`src/rtl/bt_msg_scheduler.sv`:
```
// Bluetooth message scheduler: round-robin arbitration between fault, node
// and status event sources, serialising each accepted request as a 5-byte
// ASCII frame (tag0, tag1, '-', payload, '#') into a start/busy UART engine.
module bt_msg_scheduler #(
    parameter int unsigned BYTE_GAP = 500
) (
    input  logic       clk_50M,
    input  logic       reset,
    input  logic [2:0] req,
    input  logic [7:0] payload0,
    input  logic [7:0] payload1,
    input  logic [7:0] payload2,
    output logic [2:0] gnt,
    output logic [2:0] done,
    output logic [7:0] tx_data,
    output logic       tx_start,
    input  logic       tx_busy,
    output logic       busy,
    output logic [7:0] frames_sent
);

    localparam logic [15:0] GAP_LAST = (BYTE_GAP == 0) ? 16'd0 : 16'(BYTE_GAP - 1);
    localparam logic        GAP_EN   = (BYTE_GAP != 0);

    typedef enum logic [2:0] {IDLE, SEND, HOLD, WAIT, GAP} state_t;

    state_t      state, state_nxt;
    logic [1:0]  src, src_nxt;
    logic [7:0]  payload_q, payload_nxt;
    logic [2:0]  idx, idx_nxt;
    logic [15:0] gap_cnt, gap_nxt;
    logic [1:0]  rr_ptr, rr_nxt;
    logic [2:0]  gnt_nxt, done_nxt;
    logic        tx_start_nxt;
    logic [7:0]  tx_data_nxt, frames_nxt;

    logic [3:0]  req_ext;
    logic [1:0]  cand, win;
    logic        win_valid;
    logic [15:0] tag;
    logic [7:0]  frame_byte;

    function automatic logic [1:0] mod3_add(input logic [1:0] a, input logic [1:0] b);
        logic [2:0] s;
        s = {1'b0, a} + {1'b0, b};
        if (s >= 3'd3) s = s - 3'd3;
        return s[1:0];
    endfunction

    function automatic logic [15:0] src_tag(input logic [1:0] s);
        case (s)
            2'd0:    return 16'h4649;   // "FI"
            2'd1:    return 16'h4E44;   // "ND"
            default: return 16'h5354;   // "ST"
        endcase
    endfunction

    assign busy    = (state != IDLE);
    assign req_ext = {1'b0, req};

    // Round-robin search starting at rr_ptr, wrapping modulo 3.
    always_comb begin
        win_valid = 1'b0;
        win       = '0;
        cand      = '0;
        for (int unsigned k = 0; k < 3; k++) begin
            cand = mod3_add(rr_ptr, 2'(k));
            if (!win_valid && req_ext[cand]) begin
                win_valid = 1'b1;
                win       = cand;
            end
        end
    end

    // Byte of the latched frame selected by idx.
    always_comb begin
        tag        = src_tag(src);
        frame_byte = 8'h23;
        case (idx)
            3'd0:    frame_byte = tag[15:8];
            3'd1:    frame_byte = tag[7:0];
            3'd2:    frame_byte = 8'h2D;
            3'd3:    frame_byte = payload_q;
            default: frame_byte = 8'h23;
        endcase
    end

    // Next-state and registered-output decode.
    always_comb begin
        state_nxt    = state;
        src_nxt      = src;
        payload_nxt  = payload_q;
        idx_nxt      = idx;
        gap_nxt      = gap_cnt;
        rr_nxt       = rr_ptr;
        gnt_nxt      = '0;
        done_nxt     = '0;
        tx_start_nxt = 1'b0;
        tx_data_nxt  = tx_data;
        frames_nxt   = frames_sent;
        case (state)
            IDLE: begin
                if (win_valid) begin
                    gnt_nxt   = 3'b001 << win;
                    src_nxt   = win;
                    idx_nxt   = '0;
                    state_nxt = SEND;
                    case (win)
                        2'd0:    payload_nxt = payload0;
                        2'd1:    payload_nxt = payload1;
                        default: payload_nxt = payload2;
                    endcase
                end
            end
            SEND: begin
                if (!tx_busy) begin
                    tx_start_nxt = 1'b1;
                    tx_data_nxt  = frame_byte;
                    state_nxt    = HOLD;
                end
            end
            HOLD: state_nxt = WAIT;
            WAIT: begin
                if (!tx_busy) begin
                    if (idx == 3'd4) begin
                        done_nxt   = 3'b001 << src;
                        frames_nxt = frames_sent + 8'd1;
                        rr_nxt     = mod3_add(src, 2'd1);
                        state_nxt  = IDLE;
                    end else if (!GAP_EN) begin
                        idx_nxt   = idx + 3'd1;
                        state_nxt = SEND;
                    end else begin
                        gap_nxt   = '0;
                        state_nxt = GAP;
                    end
                end
            end
            GAP: begin
                gap_nxt = gap_cnt + 16'd1;
                if (gap_cnt == GAP_LAST) begin
                    idx_nxt   = idx + 3'd1;
                    state_nxt = SEND;
                end
            end
            default: state_nxt = IDLE;
        endcase
    end

    // State and output registers with synchronous reset.
    always_ff @(posedge clk_50M) begin
        if (reset) begin
            state       <= IDLE;
            src         <= '0;
            payload_q   <= '0;
            idx         <= '0;
            gap_cnt     <= '0;
            rr_ptr      <= '0;
            gnt         <= '0;
            done        <= '0;
            tx_start    <= 1'b0;
            tx_data     <= '0;
            frames_sent <= '0;
        end else begin
            state       <= state_nxt;
            src         <= src_nxt;
            payload_q   <= payload_nxt;
            idx         <= idx_nxt;
            gap_cnt     <= gap_nxt;
            rr_ptr      <= rr_nxt;
            gnt         <= gnt_nxt;
            done        <= done_nxt;
            tx_start    <= tx_start_nxt;
            tx_data     <= tx_data_nxt;
            frames_sent <= frames_nxt;
        end
    end

endmodule

```
`config.mk`:
```
export PLATFORM = sky130hd
export DESIGN_NAME = bt_msg_scheduler
export DESIGN_NICKNAME = d
export VERILOG_FILES = /design/src/rtl/bt_msg_scheduler.sv
export SDC_FILE = /design/constraint.sdc
export NUM_CORES = 1
export LEC_CHECK = 0
export BUFFER_PORTS_ARGS = -buffer_cell sky130_fd_sc_hd__buf_2
export CORE_MARGIN = 2
export CORE_UTILIZATION = 51
export DETAILED_ROUTE_END_ITERATION = 10
export PLACE_DENSITY_LB_ADDON = 0.3
export SLEW_MARGIN = 5
export SYNTH_ARGS = -nofsm -noshare
export SYNTH_HDL_FRONTEND = slang
export SYNTH_SLANG_ARGS = --single-unit
```
`constraint.sdc`:
```
create_clock -name clk_50M -period 3.9 [get_ports clk_50M]
set_input_delay 0.39 -clock clk_50M [delete_from_list [all_inputs] [get_ports clk_50M]]
set_output_delay 0.39 -clock clk_50M [all_outputs]
set_load 0.005 [all_outputs]
```
==> summary.txt <==
CLOCKING
-------------------------------------------------------------------------------------
Root Buffer                                                                  clkbuf_8
Clock Pin Slew Worst Setup and Hold Paths                                       70 ps
CTS buffer count                                                                    9
Clock Sink Count                                                                   57
Level count of the clock H-tree                                                     3
Resized Gates After CTS                                                             0
Post-CTS setup buffers                                                              0
Number of hold buffers added after CTS                                              0
Maximum number of buffers from clock root to sink                                   2
TritonCTS clock tree                                                              yes
Clk_lat worst skew                                                             330 ps

DIE
-------------------------------------------------------------------------------------
Site row count                                                                     28
DIE HEIGHT                                                                    82.2 um
Placeable Area                                                            0.00592 mm2
Die area                                                                  0.00675 mm2
Initial Util                                                                    52.6%
Top-level port count                                                               54
DIE WIDTH                                                                     82.2 um

PLACED DESIGN
-------------------------------------------------------------------------------------
Detail Placement HPWL                                                         5.01 mm
Placer Congestion                                                               0.812
Inst Count DP                                                                     473
Number of input and output port buffers inserted                                   53

GRT
-------------------------------------------------------------------------------------
Antenna violations before repair                                                    0
Pin count of the biggest net entering global routing                               46
Remaining Overflow, GRT                                                             0
Wire length of the first global-routing pass                                  11.1 mm
Number of global-route vias before repair                                        2473
GRT Resource Usage Total                                                        21.5%

STA
-------------------------------------------------------------------------------------
Clock period minus final worst setup slack                                    2480 ps
Setup tns final                                                                  0 ps
Share of the cycle needed by the critical path after routing                    63.7%
Max Freq                                                                      403 MHz
Worst-case clock skew                                                         7.98 ps
Hold Worst Slack                                                               342 ps
Count of final max-slew check failures                                              0
Total count of hold-check failures in the final report                              0
Final setup violation count                                                         0
Unrepaired setup endpoints after global routing                                 false
Slew at the pin closest to its max-slew limit                                  827 ps
Worst slew margin relative to its limit                                         44.4%

FINISH
-------------------------------------------------------------------------------------
Most frequent cells in the layout                                        57 x dfxtp_1, 53 x buf_2, 34 x nor2_1
Diodes inserted                                                                     0
Number of inserted filler cells in the final layout                               535
Most frequent standard cell in the layout excluding fill and tap cells        dfxtp_1
Final layout net count                                                            454
Area delta synth->final                                                         15.2%
Layout cells sized above 1                                                      18.4%
Final cell count without fillers                                                  488

POWER
-------------------------------------------------------------------------------------
Cell leakage power                                                            1.41 nW
Worst IR Drop VDD                                                            0.298 mV
Sequential Power Share                                                          47.5%
Cell internal pwr                                                            0.993 mW
Total power after layout                                                      1.31 mW
Switching Fraction                                                              24.2%
Fraction of power consumed by combinational cells                               11.2%
Total power density per cell area                                          365 mW/mm2
P_sw                                                                         0.318 mW
Clock share of power                                                            41.4%

SYNTHESIS
-------------------------------------------------------------------------------------
Fraction of the yosys area taken by sequential cells                            36.6%
Number of warnings reported in the yosys synthesis log                              0
EDFF count, synth                                                                   0
Ys flop type                                                                  dfxtp_1
Most area-consuming cells after synthesis                                dfxtp_1 37%, ha_1 6.0%, nor2_1 4.1%, a21oi_1 3.1%, nand2_1 3.0%
Syn avg cell area                                                            8.54 um2
Synthesized Nets                                                                  410
Portion of synthesized cell area occupied by the leading cell type              36.6%
Count of cell types in the netlist                                                 53
Largest area contributor in the netlist                                       dfxtp_1
Area of the mapped netlist                                                0.00312 mm2
FF+latch count, synth                                                              57
Share of flip-flops with an asynchronous set or reset                              0%
Synthesized instance count                                                        365

ROUTE
-------------------------------------------------------------------------------------
Via count                                                                        2818
Vias per cell                                                                    5.77
Final antenna-violating net count                                                   0
Detailed-routing iteration count for the pre-antenna-repair pass                    4
Starting DRC count in detailed routing                                            153
Avg WL per Cell                                                               14.2 um
Total wire length after detailed routing                                      6.94 mm
Detailed-route DRC error count                                                      0

WORST SETUP PATH
-------------------------------------------------------------------------------------
Required time of the critical path                                            4150 ps
Critical path fanouts, max                                                         10
Sort of element at the start of the critical path                                flop
R2R setup slack                                                               1420 ps
CP Capture Type                                                                  flop
Critical path data arrival time                                               2740 ps
CP Class                                                                 flop to flop

HOLD PATH
-------------------------------------------------------------------------------------
HP Class                                                                 input pin to flop

JOB
-------------------------------------------------------------------------------------
Number of max-cap violations                                                        0

OUTCOME
-------------------------------------------------------------------------------------
Outcome                                                                     completed

[kinds of logic (layout without fill, tap and decap cells)]
family	Yosys count	in the layout	share of synthesized area (%)
buf+inv	33	81	4.42
xor+xnor	14	14	3.94
fa+ha+maj	15	15	6.02
compound gates	91	91	20.6
flops	57	57	36.6
mux	6	6	1.97
simple gates	149	149	26.4
[cells in the mapped netlist (2+ instances only)]
library cell / instances
dfxtp_1: 57
nor2_1: 34
nand2_1: 25
a21oi_1: 19
clkbuf_1: 15
ha_1: 15
nand4_1: 14
and3_1: 11
inv_1: 11
nand3_1: 11
o21ai_0: 10
xor2_1: 9
a32oi_1: 8
a41oi_1: 8
nor2b_1: 8
o21bai_1: 8
or3_1: 8
a211oi_1: 6
nor4_1: 6
nor4b_1: 6
o21a_1: 6
buf_2: 5
mux2i_1: 5
nand2b_1: 5
nor3_1: 5
xnor2_1: 5
a21o_1: 4
a22oi_1: 4
a221oi_1: 3
and2_1: 3
o21ai_1: 3
o41ai_1: 3
and4_1: 2
nand4b_1: 2
o311ai_1: 2
or2b_1: 2
[power groups by stage]
stage	registers (mW)	logic, mW	clock network [mW]
2_1_floorplan	0.629	0.101	0
3_3_place_gp	0.635	0.142	0
3_5_place_dp	0.635	0.146	0
4_1_cts	0.622	0.146	0.556
5_1_grt	0.625	0.164	0.585
6_report	0.622	0.146	0.543
[stage by stage]
| stage | util [%] | cell area, um2 | setup slack (ps) |
|---|---|---|---|
| 6_report | 60.6 | 3590 | 1420 |
| 5_1_grt | 60.6 | 3590 | 1100 |
| 4_1_cts | 60.6 | 3590 | 1420 |
| 3_5_place_dp | 57.3 | 3390 | 1440 |
| 3_3_place_gp | 57.3 | 3390 | 1530 |
| 2_1_floorplan | - | 3120 | 1790 |
[state kept, by name, indices dropped and copies added, names as in the netlist, 3 cells and up]
register,cells
tx_data,8
frames_sent,8
idx,3
gnt,3
payload_q,8
done,3
state,3
gap_cnt,16
[critical path, cell delays in order (launching register included)]
cell      delay [ps]
dfxtp_1          370
inv_1             80
ha_1             420
mux2i_1          260
o22ai_1          160
o311ai_2         690
nand4_1          190
a41oi_1          240
[layout make-up]
cell class	instances	area (um2)	share of cell area [%]
multi-input combinational	275	1840	51.2
clock buffer	12	155	4.32
tap	75	93.8	2.62
timing repair buffer	55	280	7.81
sequential	57	1140	31.8
clock inverter	3	40.0	1.12
inverter	11	41.3	1.15
[metal layers]
| layer | vias up | GRT usage (%) | routed length [um] |
|---|---|---|---|
| met5 | - | 0 | 0 |
| met3 | 7 | 7.07 | 314 |
| met2 | 62 | 35.3 | 3300 |
| met4 | 0 | 6.33 | 68 |
| li1 | 1444 | - | - |
| met1 | 1305 | 27.0 | 3260 |
[path summary, 6_finish.rpt]
path,from,endpoint,depth (start not counted)
hold / removal,payload2[4],payload_q[4],3
setup reg to reg,rr_ptr[0],payload_q[3],7
setup / recovery,rr_ptr[0],payload_q[3],7
hold reg to reg,tx_data[7],tx_data[7],2
Note: power is estimated with default switching activity, not from simulation.
